[config.mk]
export PLATFORM = sky130hd
export DESIGN_NAME = conv_stream_feeder
export DESIGN_NICKNAME = d
export VERILOG_FILES = /design/src/rtl/conv_stream_feeder.sv
export SDC_FILE = /design/constraint.sdc
export NUM_CORES = 1
export LEC_CHECK = 0
export ABC_AREA = 1
export ABC_CLOCK_PERIOD_IN_PS = 4100
export BUFFER_PORTS_ARGS = -buffer_cell sky130_fd_sc_hd__buf_4
export CAP_MARGIN = 5
export CORE_ASPECT_RATIO = 1.4
export CORE_MARGIN = 2
export CORE_UTILIZATION = 35
export DETAILED_ROUTE_END_ITERATION = 7
export SYNTH_ARGS = -nofsm -noshare
export SYNTH_HDL_FRONTEND = slang
export SYNTH_SLANG_ARGS = --single-unit
[constraint.sdc]
create_clock -name clk -period 4.1 [get_ports clk]
set_clock_uncertainty 0.1 [all_clocks]
set_input_delay 0.82 -clock clk [delete_from_list [all_inputs] [get_ports clk]]
set_output_delay 0.82 -clock clk [all_outputs]
set_load 0.02 [all_outputs]
[src/rtl/conv_stream_feeder.sv]
// Streams one feature map into a 3x3 convolutor in raster order with column-edge
// flags and flush zeros, captures the aligned results, then clears the convolutor.
module conv_stream_feeder #(
  parameter int MAX_WIDTH = 128,
  parameter int ADDR_W    = 14
) (
  input  logic              clk,
  input  logic              rst_n,
  input  logic              start,
  input  logic [7:0]        width,
  input  logic [7:0]        height,
  output logic              busy,
  output logic              done,
  output logic              rd_en,
  output logic [ADDR_W-1:0] rd_addr,
  input  logic [7:0]        rd_data,
  output logic [7:0]        pixel_out,
  output logic              paddingl,
  output logic              paddingr,
  output logic              conv_rst_n,
  input  logic [31:0]       conv_result,
  output logic              wr_en,
  output logic [ADDR_W-1:0] wr_addr,
  output logic [31:0]       wr_data
);

  // Stream index must hold N+W for the largest map without wrapping.
  localparam int SPAN    = MAX_WIDTH * MAX_WIDTH + MAX_WIDTH;
  localparam int CNT_MIN = $clog2(SPAN + 1);
  localparam int SW      = (ADDR_W + 1 > CNT_MIN) ? ADDR_W + 1 : CNT_MIN;

  typedef enum logic [2:0] {
    IDLE   = 3'd0,
    PRIME  = 3'd1,
    STREAM = 3'd2,
    CLEAR  = 3'd3,
    DONE   = 3'd4
  } state_t;

  state_t            state, state_nxt;
  logic [7:0]        w_q;
  logic [7:0]        col_q;
  logic [SW-1:0]     n_q;
  logic [SW-1:0]     last_q;
  logic [SW-1:0]     s_q;
  logic [SW-1:0]     s_inc;
  logic [SW-1:0]     w_ext;
  logic [ADDR_W-1:0] wa_q;
  logic              s_lt_n;
  logic              rd_more;
  logic              wr_act;

  assign w_ext   = SW'(w_q);
  assign s_inc   = s_q + SW'(1);
  assign s_lt_n  = s_q < n_q;
  assign rd_more = s_inc < n_q;
  // Result for pixel s-W-1 is valid once its bottom-right neighbour is on pixel_in.
  assign wr_act  = s_q > w_ext;

  always_ff @(posedge clk or negedge rst_n) begin
    if (!rst_n) state <= IDLE;
    else        state <= state_nxt;
  end

  always_comb begin
    state_nxt = state;
    case (state)
      IDLE:    if (start) state_nxt = PRIME;
      PRIME:   state_nxt = STREAM;
      STREAM:  if (s_q == last_q) state_nxt = CLEAR;
      CLEAR:   state_nxt = DONE;
      DONE:    state_nxt = IDLE;
      default: state_nxt = IDLE;
    endcase
  end

  always_ff @(posedge clk or negedge rst_n) begin
    if (!rst_n) begin
      w_q    <= '0;
      n_q    <= '0;
      last_q <= '0;
      s_q    <= '0;
      col_q  <= '0;
      wa_q   <= '0;
    end else begin
      case (state)
        IDLE: if (start) begin
          w_q <= width;
          n_q <= SW'(width) * SW'(height);
        end
        PRIME: begin
          last_q <= n_q + w_ext;
          s_q    <= '0;
          col_q  <= '0;
          wa_q   <= '0;
        end
        STREAM: begin
          s_q   <= s_inc;
          col_q <= (col_q == w_q - 8'd1) ? 8'd0 : col_q + 8'd1;
          if (wr_act) wa_q <= wa_q + ADDR_W'(1);
        end
        default: ;
      endcase
    end
  end

  // Registered so the convolutor's clear input never sees decode glitches.
  always_ff @(posedge clk or negedge rst_n) begin
    if (!rst_n) conv_rst_n <= 1'b1;
    else        conv_rst_n <= (state_nxt != CLEAR);
  end

  always_comb begin
    busy      = 1'b0;
    done      = 1'b0;
    rd_en     = 1'b0;
    rd_addr   = '0;
    pixel_out = '0;
    paddingl  = 1'b0;
    paddingr  = 1'b0;
    wr_en     = 1'b0;
    wr_addr   = '0;
    wr_data   = '0;
    case (state)
      PRIME: begin
        busy  = 1'b1;
        rd_en = 1'b1;
      end
      STREAM: begin
        busy      = 1'b1;
        pixel_out = s_lt_n ? rd_data : 8'd0;
        paddingl  = (col_q == 8'd0);
        paddingr  = (col_q == 8'd1);
        rd_en     = rd_more;
        rd_addr   = rd_more ? s_inc[ADDR_W-1:0] : '0;
        wr_en     = wr_act;
        if (wr_act) begin
          wr_addr = wa_q;
          wr_data = conv_result;
        end
      end
      CLEAR:   busy = 1'b1;
      DONE:    done = 1'b1;
      default: ;
    endcase
  end

endmodule

Word level (Yosys, flattened, before mapping)
Index checks and enable logic that the tools add are counted.
{"block": "totals", "in_bits": 59, "wordCells": 54, "reg_bits": 79, "output_inout_bits": 75}
{"block": "classes", "n_eq_ne": 9, "mux": 22, "n_reduce_logical": 6, "multipliers": 1, "add_sub_neg": 5, "magnitude_cmp": 3}
{"operator": "14-bit two-way mux", "count": 5}
{"operator": "32-bit two-way mux", "count": 2}
{"operator": "15-bit < comparator", "count": 2}
{"operator": "15-bit one-hot mux with 2 select lines", "count": 1}
{"operator": "14-bit one-hot mux with 2 select lines", "count": 1}
{"operator": "8-bit two-way mux", "count": 3}
{"operator": "8-bit one-hot mux with 2 select lines", "count": 1}
{"operator": "15-bit by 1-bit adder with 15-bit output, second input constant", "count": 1}
{"operator": "15-bit by 8-bit adder with 15-bit output", "count": 1}
{"operator": "15-bit equality test", "count": 1}
{"operator": "15-bit by 8-bit > comparator with 1-bit output", "count": 1}
{"operator": "8-bit by 8-bit multiplier with 15-bit output", "count": 1}
{"operator": "14-bit by 1-bit adder with 14-bit output, second input constant", "count": 1}
{"operator": "3-bit one-hot mux with 4 select lines", "count": 1}
{"operator": "8-bit by 1-bit adder with 8-bit output, second input constant", "count": 1}
{"operator": "8-bit by 1-bit equality test with 1-bit output, second input constant", "count": 1}
{"operator": "8-bit equality test", "count": 1}
{"operator": "8-bit zero test", "count": 1}
{"operator": "8-bit by 1-bit subtractor with 8-bit output, second input constant", "count": 1}
{"operator": "3-bit by 2-bit equality test with 1-bit output, second input constant", "count": 2}
{"operator": "3-bit two-way mux", "count": 2}
{"operator": "1-bit two-way mux", "count": 5}
{"operator": "2-bit AND reduction", "count": 2}
{"operator": "3-bit by 1-bit equality test with 1-bit output, second input constant", "count": 1}
{"operator": "other kinds (7)", "count": 7}

Logic depth before layout (Yosys ltp)
Gate-level depths: netlist of run 1.
{"block": "depth", "word_depth": 4, "ltp_mapped": 21, "depth_no_buf": 20}

Worst setup path after synthesis of run 1
OpenSTA, ideal clock, no wires.
{"block": "synth_timing", "path_kind": "input port to flip-flop", "startpoint": "input port width[0]", "endpoint": "register n_q[12]", "path_slack_ps": -485, "n_path_buf": 1, "required_ps": 3883, "cell_stages": 18, "setup_ps": 117, "arrival_time_ps": 4367, "path_cell_list": "clkbuf_1 -> nand2_1 -> fa_1 -> fa_1 -> inv_1 -> fa_1 -> inv_1 -> fa_1 -> inv_1 -> ha_1 -> a21oi_1 -> nor2_1 -> nor2_1 -> nand2_1 -> nand2_1 -> nand3_1 -> nand3_1 -> nand2_1"}
{"block": "synth_between", "elab_chain_len": 1}
{"element": "from (decl)", "line_no": "10", "rtl": "input logic [7:0] width,"}
{"element": "8-bit by 8-bit multiplier with 15-bit output", "line_no": "89", "rtl": "n_q <= SW'(width) * SW'(height);"}
{"element": "to (signal assigned)", "line_no": "89"}
{"element": "to (decl)", "line_no": "43", "rtl": "logic [SW-1:0] n_q;"}
No other way between the ends.
A chain may end at the register's enable or synchronous reset.

Worst setup path in the final report of run 1
{"block": "layout_timing", "startpoint": "input port height[2]", "endpoint": "register n_q[12]"}
{"block": "layout_between", "elab_chain_len": 1}
{"element": "from (decl)", "line_no": "11", "rtl": "input logic [7:0] height,"}
{"element": "8-bit by 8-bit multiplier with 15-bit output", "line_no": "89"}
No other way between the ends.

==> summary by stage, run 1 <==
Clocking
Clock tree synthesis selected as its root buffer the cell sky130_fd_sc_hd__clkbuf_16. In this run, post-CTS hold repair placed 0 buffers. After clock tree synthesis, the clock-pin slew on the worst setup and hold paths is 0.06 ns. The number of CTS-inserted buffers is 9. The CTS tree is built. The later pin in the worst-skew pair is clocked with a latency of 0.33 ns. CTS built an H-tree with a depth of 3. The number of buffers between clock root and the deepest sink is 2.

The tree built by TritonCTS fans out to 79 sinks.

Place
The number of I/O port buffers is 133. The wire-length estimate of the detail-placed layout is 18500 um. Before CTS, the worst setup slack after placement is -0.308 ns. The placer congestion estimate is 0.878.

Pwr
The share of power burned in registers is 0.278. The share of total power dissipated in the clock network is 0.296. The power share of the combinational group is 0.426. The internal power consumption is 1.88 mW. The power per unit of standard cell area is 267 nW/um^2. The switching component of the power is 929 uW. For this design the static power due to leakage is 6.02 nW. The switching part of the total power is 0.331. The worst-case IR drop observed on VDD is 0.000163 V.

Floorplan
After floorplanning, the core was sized to cover 23400 sq um. The die is 135 um wide. Measured along the y axis, the die boundary spans 187 um. In this run the core area contains 66 standard-cell rows. The floorplan step defined a die boundary enclosing 25200 sq um. For this design the top-level I/O count stands at 134. For this configuration, the core starts out at a cell density of 0.358.

Layout
The combined flip-flop and latch cell area is 1990 sq um. The ratio of cells with drive above 1 in the final layout is 0.184. The number of antenna diodes in the final layout is 0. Summing all multi-input logic gate instances after layout gives 5410 sq um.

After filler insertion, the fill cell instance count of the layout stands at 2425. The area added between synthesis and finish is 25.6%. The number of nets at the end of the flow is 1598.

Outcome
The run finished with clean final reports.

Logic synthesis
The total standard cell area after synthesis is 8360 sq um. Measured against the total synthesized area, the mux share comes to 0. The cell type contributing the most total cell area after synthesis is sky130_fd_sc_hd__dfrtp_1. The largest family of logic cells by synthesized area is simple AND/OR/NAND/NOR gates.

Of the synthesized area, sequential elements account for 0.236. The number of synthesis warnings is 0. The number of synthesized flops with an enable pin is 0. In the synthesized netlist the dominant register cell turns out to be sky130_fd_sc_hd__dfrtp_1. Counting flops and latches in the post-synthesis netlist gives 79. The post-synthesis compound-gate area fraction was 0.0687.

The net count after synthesis is 1443. By area the synthesized netlist is led by sky130_fd_sc_hd__dfrtp_1, sky130_fd_sc_hd__nand2_1, sky130_fd_sc_hd__ha_1. Synthesis instantiated 31 different standard cells from the library. The post-synthesis area per instance is 6.62 sq um. The post-synthesis adder-cell area fraction is 0.212. The leading cell type by number of instances after synthesis is sky130_fd_sc_hd__nand2_1. The simple logic cell fraction of the synthesized area is 0.296.

Of all flip-flops after synthesis, the portion carrying an async set or reset was 1.00. The commonest cells after synthesis are sky130_fd_sc_hd__nand2_1, sky130_fd_sc_hd__inv_1, sky130_fd_sc_hd__nor2_1. Of the post-synthesis cell area, the dominant cell type holds 0.233. The area share of xor/xnor cells in the synthesized design is 0.0482. In the synthesized netlist, the number of instances is 1264.

Detailed routing
The routed via count divided by cell count is 4.72. For this block, the via count after detailed routing is 8160. The routed length per instance is 13.0 um. For this run, the detailed router's first-pass iteration total came to 5. The first routing iteration left 349 violations. After detailed routing, the number of remaining DRC violations is 0. The final layout contains routed wiring with a total length of 22500 um.

In this run the remaining antenna-violating nets after routing total 0.

STA
Setup violations remaining at the end of the flow were counted as 0. The ratio of final minimum period to clock period is 0.982. Setup repair after global routing could not meet its margin everywhere. The final hold violation count was 0.

Subtracting the final worst setup slack from the clock period gives 4.03 ns. The final setup slack of the worst path is 0.0718 ns. Hold timing on the final database bottoms out at a slack of 0.397 ns. In this run the tightest slew margin relative to its limit is 0.316. The maximum operating frequency is 0.248 GHz. For the pin with the worst max-slew slack, the measured transition is 1.03 ns. The final count of pins violating max slew is 0.

Hold path
The worst hold path cell count is 2. The launch point of the worst hold path is last_q[11]. The path class of the tightest hold or removal check is reg -> reg.

Global routing
The overall overflow remaining after global route is 0. The busiest layer in global routing is met2. Entering global routing, the biggest net connects 80 pins. The met1 capacity usage during global routing is 0.205. The first global-routing pass estimated 37800 um of wire. The met2 usage in global routing is 0.350. The number of global-route vias before repair is 7986. The number of antenna violations at the first check in global routing is 0. The met3 track demand over resource is 0.0179. In the global route stage, overall resource usage came out at 0.183.

Worst setup path
The reg-to-reg startpoint is w_q[7]. The combined buffer and inverter count along the critical path is 6. By instance count, the cell type seen most on the critical path is sky130_fd_sc_hd__fa_1. On the worst path, the slowest cell contributes a delay of 0.53 ns. The kind of end point of the critical path is a flip-flop. The startpoint of the most critical setup path is height[2].

Of all nets on the critical path, the largest fanout is 5. The slowest stage of the critical path is the sky130_fd_sc_hd__fa_1 cell. The depth of the worst register-to-register path is 11. The required time reported for the critical path endpoint is 4.22 ns. The top cell family by delay on the critical path is adder cells. The critical path launch point type is an input port.

The critical path is of the in -> reg type. Walking the worst path, the cells encountered are buf_4, nand2_4, inv_2, fa_1, inv_1, fa_1, inv_1, fa_1, inv_1, fa_1, inv_2, ha_4, a21oi_2, nor2_1, nor2_2, nand2_2, nand2_2, nand3_1, nand3_1, nand2_1. Counting buffers and inverters, the worst setup path is 20 cells deep. The arrival time of the worst setup path is 4.15 ns.

Flow run
The tool flagged a number of max-cap violations equal to 0.
registers in the layout, summed over array words and instances (netlist names):
register / cells
s_q: 15
w_q: 8
last_q: 15
state: 3
wa_q: 14
n_q: 15
conv_rst_n: 1
col_q: 8
cells by family (layout without fill, tap and decap cells):
logic type	Yosys count	after routing
adders and majority gates	120	120
DFF	79	79
xor gates and xnor gates	46	46
buffers and inverters	306	464
and+or+nand+nor	603	603
AOI/OAI and AO/OA	110	110
metal layers:
metal	vias up	wire, um
met3	38	864
met1	3738	9000
met2	196	12000
li1	4188	-
met4	0	645
met5	-	0
through the flow:
stage / instance area (sq um) / power (mW) / setup TNS [ns] / util / std cells
floorplan: 8580 / 1.56 / -0.342 / - / 1264
global placement: 10100 / 1.91 / -1.50 / 0.431 / 1709
detailed placement: 10100 / 1.93 / -1.93 / 0.431 / 1709
CTS: 10400 / 2.77 / 0 / 0.445 / 1723
global route: 10500 / 3.04 / -0.163 / 0.449 / 1728
finish: 10500 / 2.81 / 0 / 0.449 / 1728
final timing paths:
check,endpoint,slack [ns]
min in group asynchronous,wa_q[5],0.54
max in group asynchronous,s_q[12],2.61
hold reg to reg,last_q[11],0.40
setup reg to reg,wa_q[4],1.50
setup / recovery,n_q[12],0.07
hold / removal,last_q[11],0.40
area by class of cell:
class	count	area share
Sequential cell	79	0.189
Clock buffer	10	0.0218
Multi-Input combinational cell	879	0.515
Timing Repair Buffer	188	0.137
Inverter	262	0.0936
Clock inverter	4	0.00691
Tap cell	306	0.0365
repair_timing:
item / CTS / global route
endpoints found under the hold margin: 0 / 0
buffers inserted: 0 / 5
pin swaps: 0 / 7
resized for setup: 4 / 30
endpoints found under the setup margin: 15 / 22
layout by cell type, fill, tap and decap left out, types with 18 or more instances in the layout:
cell,n
sky130_fd_sc_hd__o21ai_0,54
sky130_fd_sc_hd__buf_4,186
sky130_fd_sc_hd__ha_1,77
sky130_fd_sc_hd__inv_1,250
sky130_fd_sc_hd__xnor2_1,18
sky130_fd_sc_hd__nor2_1,130
sky130_fd_sc_hd__nand2_1,325
sky130_fd_sc_hd__nor3_1,18
sky130_fd_sc_hd__a21oi_1,29
sky130_fd_sc_hd__fa_1,34
sky130_fd_sc_hd__nand3_1,82
sky130_fd_sc_hd__xor2_1,28
sky130_fd_sc_hd__dfrtp_1,70
power by group through the flow:
stage / Combinational [mW] / Sequential (mW) / Clock [mW]
after global routing: 1.38 / 0.779 / 0.882
final: 1.20 / 0.780 / 0.829
after detailed placement: 1.13 / 0.794 / 0
after floorplan: 0.769 / 0.794 / 0
after CTS: 1.14 / 0.780 / 0.848
after global placement: 1.12 / 0.794 / 0
worst min-delay path, cell delays in order (launching register included):
cell and delay, ns:
sky130_fd_sc_hd__dfrtp_1 0.36, sky130_fd_sc_hd__nand2_1 0.06, sky130_fd_sc_hd__nand2_1 0.05
Note: power is estimated with default switching activity, not from simulation.
==> inputs of run 2 (changes only) <==
==> constraint.sdc (replaced) <==
create_clock -name clk -period 4.1 [get_ports clk]
set_clock_uncertainty 0.1 [all_clocks]
set_input_delay 0.41 -clock clk [delete_from_list [all_inputs] [get_ports clk]]
set_output_delay 0.41 -clock clk [all_outputs]
set_load 0.02 [all_outputs]
==> run 2 against run 1 <==
Effect of this change:
- the flow now finishes with violations (negative hold slack)
- setup slack improved by 0.20 ns
- hold slack worse by 0.41 ns
- total power shrank 5.6%
- die area stayed put
- clock power increased by 10%
- via count down 1.3%
- global-route usage about the same
- final cell count down 1.1%
- first-iteration DRC count is 25% higher
- critical path depth down 3
- maximum frequency up 5.2%
- largest power group unchanged
==> summary by stage, run 2 (synthesized netlist as in run 1, its figures left out) <==
Pwr
The share of total power dissipated in sequential elements is 0.295. The share of total power in the clock network is 0.345. Of the total power, combinational logic draws 0.360.

Of the total power, the share spent switching nets is 0.321. Summed over all nets, the switching power comes to 849 uW. In this run the power density over the cells is 259 nW/um^2. The internal portion of the total power is 1.80 mW. Summed over all cells, the static leakage comes to 5.95 nW. The worst-case IR drop observed on VDD is 0.000202 V.

Worst setup path
The worst setup path is captured at a flip-flop. The highest fanout seen on the critical path is 5. The worst setup path is launched from an input port. The critical path is of the in -> reg type. The arrival time of the worst setup path is 3.95 ns. The required time reported for the critical path endpoint is 4.23 ns.

STA
The final hold slack is -0.0158 ns. After layout, the minimum clock period comes to 3.83 ns. Of the available clock period, the critical path in the final layout requires 0.933. The final hold violation count is 18. The final count of pins violating max slew is 0. Setup violations remaining at the end of the flow were counted as 0. For the pin with the worst max-slew slack, the measured transition is 0.934 ns. Setup repair after global routing left no endpoint under its margin. Based on the critical path, the design can be clocked at up to 0.261 GHz. Headroom to the max-slew limit came out at 0.377.

Place
The HPWL after detailed placement is 18400 um. The cell area after placement is 9840 sq um. After detailed placement, the design holds a cell count of 1693. Port buffering added 133 buffers. The placer congestion estimate is 0.912.

Flow run
The number of max-capacitance violations reported is 0.

Layout
The combined flip-flop and latch cell area is 1980 sq um. In the layout the commonest cells are sky130_fd_sc_hd__nand2_1, sky130_fd_sc_hd__inv_1, sky130_fd_sc_hd__buf_4. The count of filler cells inserted in the layout is 2459.

Leaving out fill and tap cells, the most frequent cell in the layout is sky130_fd_sc_hd__nand2_1. Compared with the post-synthesis result, the final layout area differs by 22.0%. Leaving out filler cells and counting taps, the final layout contains 1709. The repair_antennas step left the layout with diodes totalling 0.

In the final layout, the share of cells above drive strength 1 is 0.143. After the last flow step, the layout net total stands at 1577. The post-route cell area is 10200 sq um. The largest registers in the layout are last_q (15), n_q (15), s_q (15).

The area occupied by multi-input gates is 5250 sq um.

Floorplan
The total I/O pin count is 134. The floorplan die width is 135 um. The die boundary height is 187 um. The floorplan has 66 rows. The total area inside the core boundary comes to 23400 sq um. The floorplan die area is 25200 sq um. The effective utilization at floorplan is 0.358.

Detailed routing
After detailed routing, the average wire length per cell comes to 13.2 um. The number of iterations in the first detailed-routing pass is 5. The final layout contains routed wiring with a total length of 22600 um. In this run, the number of DRC markers left after iteration 0 of detailed routing was 436. The routed via count divided by cell count is 4.71. The number of routed nets with antenna violations is 0.

The routed layout has 8052 vias. The detailed-route DRC error count is 0.

Clocking
The number of CTS-inserted buffers is 9. The tree is rooted in a sky130_fd_sc_hd__clkbuf_16. The count of clock tree sinks is 79. The number of buffers inserted to repair setup after CTS is 0. The number of levels in the clock H-tree is 3. The number of gates resized after CTS was 1. The clock latency on the worst-skew pair is 0.34 ns. In this run, post-CTS hold repair placed 0 buffers. The post-CTS clock slew at the launch and capture registers of the worst setup and hold paths is 0.06 ns. Counting along the longest clock path gives a buffer depth of 2. TritonCTS built the clock tree.

Hold path
The class of the most critical hold timing path is in -> async.

Outcome
The final reports fail on negative hold slack. The run finished, with violations left.

Global routing
The overall overflow remaining after global route is 0. The number of global-route vias before repair came to 7995. The global routing usage summed across all routing layers is 0.183. The largest net degree at the start of global routing is 48.

The first global-routing pass estimated 37700 um of wire. The number of antenna violations at the first check in global routing is 0.
## run 2: area by class of cell
cell class / instances / share of cell area
Tap cell: 306 / 0.0375
Multi-Input combinational cell: 879 / 0.515
Inverter: 262 / 0.0963
Clock buffer: 14 / 0.0278
Clock inverter: 2 / 0.00588
Timing Repair Buffer: 167 / 0.124
Sequential cell: 79 / 0.194
## run 2: path summary, 6_finish.rpt
check                      depth (start not counted)  slack, ns        from         end
max                                               17       0.27   height[6]     n_q[11]
min                                                1      -0.02       rst_n     wa_q[5]
max reg2reg                                        9       1.18      s_q[7]     wa_q[8]
min reg2reg                                        2       0.40  last_q[13]  last_q[13]
max in group asynchronous                          2       3.02       rst_n      w_q[5]
min in group clk                                   3       0.33   height[0]      n_q[0]
## run 2: through the flow
stage	util	setup slack, ns	setup TNS [ns]	power [mW]	hold WS (ns)
after floorplan	-	0.000498	0	1.43	0.0144
after global placement	0.421	-0.0786	-0.312	1.74	0.381
after detailed placement	0.421	-0.0883	-0.367	1.75	0.375
after CTS	0.436	0.0435	0	2.67	0.0127
after global routing	0.437	0.0114	0	2.87	0.0350
final	0.437	0.273	0	2.65	-0.0158
## run 2: per-layer routing
metal,GRT usage,vias to the layer above,part of all wire
met5,0,-,0
met4,0.0575,0,0.024
met3,0.0184,38,0.038
met2,0.364,184,0.54
met1,0.197,3684,0.40
li1,-,4146,-
## run 2: critical path, stage by stage
cell and delay (ns):
sky130_fd_sc_hd__buf_4 0.14, sky130_fd_sc_hd__nand2_1 0.08, sky130_fd_sc_hd__inv_1 0.06, sky130_fd_sc_hd__fa_1 0.48
sky130_fd_sc_hd__fa_1 0.52, sky130_fd_sc_hd__fa_1 0.55, sky130_fd_sc_hd__inv_1 0.06, sky130_fd_sc_hd__fa_1 0.52
sky130_fd_sc_hd__inv_1 0.04, sky130_fd_sc_hd__ha_1 0.33, sky130_fd_sc_hd__nand2_1 0.10, sky130_fd_sc_hd__inv_1 0.06
sky130_fd_sc_hd__a21oi_1 0.14, sky130_fd_sc_hd__nand2_1 0.08, sky130_fd_sc_hd__or2_2 0.27, sky130_fd_sc_hd__nand3_1 0.07
sky130_fd_sc_hd__nand2_1 0.06
## run 2: power groups by stage
stage / Clock [mW] / Combinational, mW / Sequential [mW]
finish: 0.913 / 0.954 / 0.780
global route: 0.967 / 1.12 / 0.779
CTS: 0.928 / 0.959 / 0.780
detailed placement: 0 / 0.952 / 0.794
global placement: 0 / 0.942 / 0.794
floorplan: 0 / 0.634 / 0.794
